`src/rtl/axi4_rd_engine_pkg.sv`:
```
// rtl/axi4_rd_engine_pkg.sv - shared encodings and FSM states for the AXI4 read burst engine
package axi4_rd_engine_pkg;

    localparam logic [1:0] BURST_FIXED = 2'd0;
    localparam logic [1:0] BURST_INCR  = 2'd1;
    localparam logic [1:0] BURST_WRAP  = 2'd2;

    localparam logic [1:0] RESP_OKAY   = 2'd0;
    localparam logic [1:0] RESP_SLVERR = 2'd2;

    typedef enum logic [1:0] {
        IDLE,
        BEAT,
        WAIT
    } state_e;

endpackage

```
`src/rtl/axi4_burst_addr_gen.sv`:
```
// rtl/axi4_burst_addr_gen.sv - combinational AXI4 next-beat address; WRAP support under AXI4_RD_WRAP_BURST_EN
module axi4_burst_addr_gen
    import axi4_rd_engine_pkg::*;
#(
    parameter int A = 32
) (
    input  logic [A-1:0] cur_addr_i,
    input  logic [1:0]   burst_i,
    input  logic [2:0]   size_i,
    input  logic [7:0]   len_i,
    output logic [A-1:0] next_addr_o
);

    logic [A-1:0] incr;
    assign incr = {{(A-1){1'b0}}, 1'b1} << size_i;

`ifdef AXI4_RD_WRAP_BURST_EN
    // Bits below the wrap boundary advance; bits above stay pinned to the wrap window.
    logic [A-1:0] wrap_mask;
    assign wrap_mask = ((A'(len_i) + {{(A-1){1'b0}}, 1'b1}) << size_i) - {{(A-1){1'b0}}, 1'b1};
`else
    logic unused_len;
    assign unused_len = ^len_i;
`endif

    always_comb begin
        next_addr_o = cur_addr_i;
        case (burst_i)
            BURST_FIXED: next_addr_o = cur_addr_i;
            BURST_INCR:  next_addr_o = cur_addr_i + incr;
`ifdef AXI4_RD_WRAP_BURST_EN
            BURST_WRAP:  next_addr_o = (cur_addr_i & ~wrap_mask) | ((cur_addr_i + incr) & wrap_mask);
`endif
            default:     next_addr_o = cur_addr_i;
        endcase
    end

endmodule

```
`src/rtl/axi4_read_burst_engine.sv`:
```
// rtl/axi4_read_burst_engine.sv - AR FIFO to single-beat memory reads to R FIFO; WRAP bursts under AXI4_RD_WRAP_BURST_EN
module axi4_read_burst_engine
    import axi4_rd_engine_pkg::*;
#(
    parameter int A = 32,
    parameter int N = 8,
    parameter int I = 1
) (
    input  logic           aclk,
    input  logic           aresetn,
    input  logic           ar_rd_empty,
    output logic           ar_rd_en,
    input  logic [A-1:0]   araddr,
    input  logic [1:0]     arburst,
    input  logic [I-1:0]   arid,
    input  logic [7:0]     arlen,
    input  logic [2:0]     arsize,
    input  logic           r_wr_full,
    output logic           r_wr_en,
    output logic [8*N-1:0] rdata,
    output logic [I-1:0]   rid,
    output logic           rlast,
    output logic [1:0]     rresp,
    output logic           mem_rd_en,
    output logic [A-1:0]   mem_addr,
    input  logic [8*N-1:0] mem_rd_data,
    input  logic           mem_rd_valid
);

    localparam logic [2:0] MAX_SIZE = 3'($clog2(N));

    state_e       state_q, state_d;
    logic [A-1:0] addr_q, addr_d, next_addr;
    logic [1:0]   burst_q, burst_d;
    logic [I-1:0] id_q, id_d;
    logic [7:0]   len_q, len_d;
    logic [7:0]   beat_cnt_q, beat_cnt_d;
    logic [2:0]   size_q, size_d;
    logic         err_q, err_d;
    logic         wrap_len_ok, ar_err, last_beat;

`ifdef AXI4_RD_WRAP_BURST_EN
    assign wrap_len_ok = (arlen == 8'd1) || (arlen == 8'd3) || (arlen == 8'd7) || (arlen == 8'd15);
`else
    assign wrap_len_ok = 1'b0;
`endif

    assign ar_err = (arburst == 2'd3) || (arsize > MAX_SIZE)
                 || ((arburst == BURST_WRAP) && !wrap_len_ok);

    assign last_beat = (beat_cnt_q == len_q);
    assign rlast     = r_wr_en & last_beat;
    assign rid       = id_q;
    assign mem_addr  = addr_q;

    axi4_burst_addr_gen #(.A(A)) u_addr_gen (
        .cur_addr_i  (addr_q),
        .burst_i     (burst_q),
        .size_i      (size_q),
        .len_i       (len_q),
        .next_addr_o (next_addr)
    );

    always_ff @(posedge aclk or negedge aresetn) begin
        if (!aresetn) begin
            state_q    <= IDLE;
            addr_q     <= '0;
            burst_q    <= '0;
            id_q       <= '0;
            len_q      <= '0;
            size_q     <= '0;
            beat_cnt_q <= '0;
            err_q      <= 1'b0;
        end else begin
            state_q    <= state_d;
            addr_q     <= addr_d;
            burst_q    <= burst_d;
            id_q       <= id_d;
            len_q      <= len_d;
            size_q     <= size_d;
            beat_cnt_q <= beat_cnt_d;
            err_q      <= err_d;
        end
    end

    always_comb begin
        state_d    = state_q;
        addr_d     = addr_q;
        burst_d    = burst_q;
        id_d       = id_q;
        len_d      = len_q;
        size_d     = size_q;
        beat_cnt_d = beat_cnt_q;
        err_d      = err_q;
        ar_rd_en   = 1'b0;
        r_wr_en    = 1'b0;
        mem_rd_en  = 1'b0;
        rdata      = '0;
        rresp      = RESP_OKAY;
        case (state_q)
            IDLE: begin
                if (!ar_rd_empty) begin
                    ar_rd_en   = 1'b1;
                    addr_d     = araddr;
                    burst_d    = arburst;
                    id_d       = arid;
                    len_d      = arlen;
                    size_d     = arsize;
                    beat_cnt_d = 8'd0;
                    err_d      = ar_err;
                    state_d    = BEAT;
                end
            end
            BEAT: begin
                // Errored bursts still return every beat, just without touching memory.
                if (!r_wr_full) begin
                    if (err_q) begin
                        r_wr_en    = 1'b1;
                        rresp      = RESP_SLVERR;
                        beat_cnt_d = beat_cnt_q + 8'd1;
                        if (last_beat) state_d = IDLE;
                    end else begin
                        mem_rd_en = 1'b1;
                        state_d   = WAIT;
                    end
                end
            end
            WAIT: begin
                if (mem_rd_valid) begin
                    r_wr_en    = 1'b1;
                    rdata      = mem_rd_data;
                    addr_d     = next_addr;
                    beat_cnt_d = beat_cnt_q + 8'd1;
                    state_d    = last_beat ? IDLE : BEAT;
                end
            end
            default: state_d = IDLE;
        endcase
    end

endmodule

```
`config.mk`:
```
export PLATFORM = sky130hd
export DESIGN_NAME = axi4_read_burst_engine
export DESIGN_NICKNAME = d
export VERILOG_FILES = /design/src/rtl/axi4_rd_engine_pkg.sv /design/src/rtl/axi4_burst_addr_gen.sv /design/src/rtl/axi4_read_burst_engine.sv
export SDC_FILE = /design/constraint.sdc
export NUM_CORES = 1
export LEC_CHECK = 0
export CAP_MARGIN = 15
export CORE_MARGIN = 1.5
export CORE_UTILIZATION = 40
export DETAILED_ROUTE_END_ITERATION = 8
export PLACE_DENSITY = 0.84
export SLEW_MARGIN = 20
export SYNTH_ARGS = -nofsm -noshare
export SYNTH_HDL_FRONTEND = slang
export SYNTH_HIERARCHICAL = 1
export SYNTH_SLANG_ARGS = --single-unit
```
`constraint.sdc`:
```
create_clock -name aclk -period 7.8 [get_ports aclk]
set_clock_uncertainty 0.1 [all_clocks]
set_input_delay 1.17 -clock aclk [delete_from_list [all_inputs] [get_ports aclk]]
set_output_delay 1.17 -clock aclk [all_outputs]
set_load 0.01 [all_outputs]
```
==> results of run 1 <==
worst max-delay path: stages:
cell	delay, ns
clkdlybuf4s50_1	0.45
buf_4	0.40
a21oi_1	0.16
nor3_1	0.26
clkdlybuf4s50_1	0.61
final timing paths:
check,endpoint,slack [ns]
max,rlast,3.48
min,mem_addr[30],0.41
max reg2reg,mem_addr[27],4.67
max in group asynchronous,beat_cnt_q[5],6.22
min reg2reg,mem_addr[30],0.41
min in group asynchronous,mem_addr[2],0.87
state kept, by name, summed over array words and instances, names as in the netlist:
| register | count |
|---|---|
| rid | 1 |
| mem_addr | 32 |
| len_q | 8 |
| size_q | 3 |
| beat_cnt_q | 8 |
| err_q | 1 |
| state_q | 2 |
| burst_q | 2 |
cell usage in the layout, fill, tap and decap left out, types with 4 or more instances in the layout:
cell and instances:
inv_1 15, nor2b_1 4, dfrtp_1 57, nand2_1 65, nor3_1 9, nand4_1 6
a211oi_1 8, a21oi_1 13, nor2_1 21, mux2_2 14, xor2_1 23, clkbuf_8 11
xnor2_1 14, buf_4 4, clkdlybuf4s50_1 215, ha_1 12, o21ai_0 43, and3_1 67
mux2i_1 33, nand2b_1 4, nand3_1 15
layout make-up:
class	instances	area share, %
Clock inverter	5	1.149
Inverter	15	0.8341
Timing Repair Buffer	221	32.81
Clock buffer	11	2.243
Tap cell	136	2.521
Multi-Input combinational cell	390	39.31
Sequential cell	57	21.13
synthesized netlist by cell type (2+ instances only):
library cell / count
nand2b_1: 4
mux2i_1: 33
nor3_1: 9
a211oi_1: 8
o2bb2ai_1: 2
mux2_2: 14
inv_1: 15
dfrtp_1: 57
xor2_1: 23
nand2_1: 65
o21bai_1: 2
o21ai_1: 3
nor2b_1: 4
nand4_1: 6
o21ai_0: 43
buf_6: 2
ha_1: 13
nor2_1: 21
o2111ai_2: 2
nor4_1: 3
a2111oi_2: 2
xnor2_1: 14
a21oi_1: 13
nor3b_1: 3
buf_2: 9
o31ai_1: 3
nand3_1: 15
clkbuf_1: 20
and3b_1: 2
and3_1: 67
logic make-up after synthesis:
family                   Yosys count
adder cells (fa/ha/maj)           14
multiplexers                      47
other                              1
XOR/XNOR                          37
AND/OR/NAND/NOR                  206
flip-flops                        57
buffers and inverters             48
AO/OA/AOI/OAI                     85
power by group:
part | switching [W] | leakage (nW) | internal (W)
clock network | 0.000125 | 0.115 | 0.000196
registers | 0.000181 | 0.703 | 0.000428
logic | 0.000526 | 2.06 | 0.000507
per-layer routing:
layer,up-vias,track usage [%],routed length [µm]
li1,2145,-,-
met1,2097,30.48,5887
met3,18,5.702,1018
met2,189,46.13,7611
met5,-,0,0
met4,0,6.371,202
stage by stage:
stage	cell area, µm²	hold WS [ns]	util, %	cells	worst slack (ns)
4_1_cts	6723	0.4161	65.12	834	3.493
3_5_place_dp	6494	0.4003	62.90	818	3.506
2_1_floorplan	4269	0.3942	-	495	4.709
6_report	6750	0.4133	65.39	835	3.478
5_1_grt	6750	0.4427	65.39	835	3.439
3_3_place_gp	6494	0.3941	62.90	818	3.590
==> reports/results.ini, run 1 <==
[outcome]
run_status=finished clean

[synth]
synth_flop_cell=dfrtp_1
synth_adder_area_share_pct=4.279
async_flop_share_pct=100.0
synth.top_cell.area_share_pct=33.41
synthMuxAreaShare_pct=11.43
syn_avg_cell_area_um2=8.624
synthSimpleGateAreaFrac_pct=25.35
ys_types=48
synthesis.instances=495
ys_seq_elements=57
synth_area_um2=4269
synthTopCellsByArea=dfrtp_1, and3_1, mux2i_1
synth.yosys.seq_area_share_pct=33.41
synth_xor_area_share_pct=7.591
synth_compound_area_share_pct=12.92
synth_edf_count=0
yosysTopAreaCell=dfrtp_1
ys_warn_count=6
synth_nets=624
synth_top_family_by_area=simple AND/OR/NAND/NOR gates

[clock_network]
clk_pin_slew_ns=0.07
clkLatencyLatePin_ns=0.34
cts_max_path_buffers=2
cts-htree-levels=3
post_cts_buffers=0
cts_buffers=9
cts_tree=done
cts_resized=0
ctsHoldBuffers=0
root_buffer=clkbuf_8
cts.sinks=57

[worst_setup_path]
r2r_start=size_q[2]
critPathMaxFanout=66
reg2reg_depth=10
crit_type=primary input to output pin
critPathCaptureType=output pin
worstSetupStartpoint=mem_rd_valid
crit_path_start_kind=primary input
required_ns=6.53
cp.arrival_ns=3.05

[finish]
drive_gt1_share_pct=6.724
area_growth_pct=58.12
seqCellArea_um2=1426
layout.nets=823
fillCellCount=830
antenna_cells=0
multi_input_area_um2=2654

[global_routing]
grt_remaining_overflow=0
grt_max_degree=101
antenna_found_initial=0
grt_pass1_wl_mm=22.58
grt_use_total_pct=25.52
grt_pass1_vias=4380

[sta]
period_minus_slack_ns=4.322
relSlewSlack_pct=30.67
finalCritPeriodShare_pct=55.42
maxSlewViolCount=0
setup_viol=0
fmax_mhz=231.4
rsz0062_at_grt=false
tightest_slew_ns=1.036
fin_setup_tns_ns=0
hold_violations=0

[hold_path]
hp-start=mem_addr[30]
hold_path_depth=2
hp-class=flop to flop

[floorplanning]
start_util_pct=41.35
die_w_um=106.3
ios=218
rows=37
die_y_um=106.3
die-area_um2=11300
coreArea_um2=10320

[job]
drv_cap=0

[placed_design]
gp_congestion=0.8450
hpwlAfterDp_mm=11.11
portBuffers=216

[pwr]
max-vdd-ir-drop_uv=243.0
p_total_w=0.001963
powerDensity_nw_per_um2=290.8
power.leakage_nw=2.875

[routing]
vias=4449
vias_per_cell=5.328
routed_wl_mm=14.72
drt_iter0_markers=208
drc=0
ant_nets=0
routedWlPerCell_um=17.63
dr.pass1.iters=4

No activity file was read; power rests on OpenSTA's default activity.
==> inputs of run 2 (changes only) <==
--- a/config.mk
+++ b/config.mk
@@ -7,9 +7,9 @@
 export LEC_CHECK = 0
 export CAP_MARGIN = 15
 export CORE_MARGIN = 1.5
-export CORE_UTILIZATION = 40
+export CORE_UTILIZATION = 37
 export DETAILED_ROUTE_END_ITERATION = 8
-export PLACE_DENSITY = 0.84
+export PLACE_DENSITY = 0.81
 export SLEW_MARGIN = 20
 export SYNTH_ARGS = -nofsm -noshare
 export SYNTH_HDL_FRONTEND = slang
==> constraint.sdc (replaced) <==
create_clock -name aclk -period 3.52 [get_ports aclk]
set_clock_uncertainty 0.1 [all_clocks]
set_input_delay 0.528 -clock aclk [delete_from_list [all_inputs] [get_ports aclk]]
set_output_delay 0.528 -clock aclk [all_outputs]
set_load 0.01 [all_outputs]
==> reports/results.ini, run 2 (synthesis gave the netlist of run 1 again) <==
[floorplanning]
ios=218
die_y_um=110.4
start_util_pct=37.71
die_w_um=110.4
die-area_um2=12190
coreArea_um2=11320
rows=39

[clock_network]
cts-htree-levels=3
post_cts_buffers=0
cts_buffers=9
clkLatencyLatePin_ns=0.33
cts.sinks=57
cts_resized=0
root_buffer=clkbuf_16
cts_max_path_buffers=2
ctsHoldBuffers=0
clk_pin_slew_ns=0.06
cts_tree=done

[global_routing]
grt_max_degree=72
antenna_found_initial=0
grt_pass1_wl_mm=22.31
grt_remaining_overflow=0
grt_pass1_vias=4336
grt_use_total_pct=22.32

[outcome]
run_status=finished clean

[finish]
fin_cells=846
largest_reg_flops=32
drive_gt1_share_pct=7.255
layout.nets=827
fillCellCount=926
final_util_pct=60.52
final_cell_mix=clkdlybuf4s50_1, and3_1, nand2_1
area_growth_pct=60.49
antenna_cells=0
final_design_area_no_fill_um2=6852
final_common_cell=clkdlybuf4s50_1

[worst_setup_path]
reg2reg_depth=9
r2r_end=mem_addr[27]
critPathCaptureType=flop
critPathMaxFanout=12
crit_path_start_kind=flop
cp.arrival_ns=3.07
ff2ff_setup_slack_ns=0.50
r2r_start=size_q[0]
required_ns=3.57
crit_type=flop to flop

[routing]
vias_per_cell=5.210
drc=0
drt_iter0_markers=248
vias=4408
routed_wl_mm=13.76
ant_nets=0
dr.pass1.iters=4
routedWlPerCell_um=16.26

[sta]
setup_viol=0
tightest_slew_ns=0.7497
rsz0062_at_grt=false
fin_setup_tns_ns=0
finalCritPeriodShare_pct=85.67
fmax_mhz=331.6
maxSlewViolCount=0
hold_violations=0
relSlewSlack_pct=49.78
period_minus_slack_ns=3.016

[placed_design]
placedCellCount=830
place_area_um2=6540
portBuffers=216
hpwlAfterDp_mm=10.60
gp_congestion=0.8464

[job]
drv_cap=0

[pwr]
max-vdd-ir-drop_uv=410.8
power.leakage_nw=2.922
powerDensity_nw_per_um2=664.3

[hold_path]
hp-class=primary input to asynchronous set/reset pin

## run 2: changes by cell type in the layout (fill, tap and decap cells not counted)
| cell | before | now |
|---|---|---|
| clkbuf_16 | 0 | 9 |
| clkinv_2 | 2 | 0 |
| clkbuf_8 | 11 | 1 |
| clkinv_4 | 0 | 1 |
| inv_6 | 0 | 3 |
| bufinv_16 | 2 | 1 |
| buf_16 | 1 | 0 |
| buf_4 | 4 | 9 |
## run 2: layout make-up
cell class,count,area [µm²],area share (%)
Multi-Input combinational cell,390,2654,38.73
Timing Repair Buffer,225,2225,32.47
Sequential cell,57,1426,20.82
Clock buffer,10,239.0,3.488
Tap cell,143,178.9,2.611
Clock inverter,6,72.57,1.059
Inverter,15,56.30,0.8218
## run 2: how the worst max path moves through the flow
| stage | startpoint | cells past startpoint | to |
|---|---|---|---|
| final | size_q[0] | 9 | mem_addr[27] |
| after CTS | state_q[0] | 5 | rlast |
| after detailed placement | size_q[0] | 9 | mem_addr[27] |
| after global routing | size_q[0] | 10 | mem_addr[28] |
| after global placement | mem_rd_valid | 5 | rdata[49] |
| after floorplan | size_q[1] | 10 | mem_addr[24] |
## run 2: critical path: stages, from the launching register on
cell	delay [ns]
dfrtp_1	0.46
nor3b_1	0.43
ha_1	0.33
a21oi_1	0.22
nor2_2	0.09
o2111ai_2	0.60
a211oi_1	0.19
xor2_1	0.18
mux2i_1	0.13
o21ai_0	0.11
## run 2: per-layer routing
layer,GRT usage (%),vias up,routed length (µm)
li1,-,2165,-
met1,28.36,2060,5887
met2,38.44,163,6751
met3,4.995,20,884
met4,5.556,0,233
met5,0,-,0
## run 2: report_power, final
group,internal [W],leakage (nW),switching (W)
combinational,0.00114,2.07,0.00117
sequential,0.000951,0.703,0.000387
clock,0.000575,0.150,0.000327
## run 2: metrics by stage
stage          setup slack [ns]  power, W  hold WS [ns]
2_1_floorplan             1.039  0.002648        0.1324
3_3_place_gp             0.5901  0.003536        0.3941
3_5_place_dp             0.5635  0.003635        0.4087
4_1_cts                  0.5102  0.004560        0.1475
5_1_grt                  0.2672  0.004867        0.1813
6_report                 0.5045  0.004551        0.1366
==> inputs of run 3 (changes only) <==
--- a/config.mk
+++ b/config.mk
@@ -10,7 +10,7 @@
 export CORE_UTILIZATION = 37
 export DETAILED_ROUTE_END_ITERATION = 8
 export PLACE_DENSITY = 0.81
-export SLEW_MARGIN = 20
+export SLEW_MARGIN = 10
 export SYNTH_ARGS = -nofsm -noshare
 export SYNTH_HDL_FRONTEND = slang
 export SYNTH_HIERARCHICAL = 1
==> results of run 3 <==
Same layout as run 2: the final DEF is identical, and so are final timing and power.
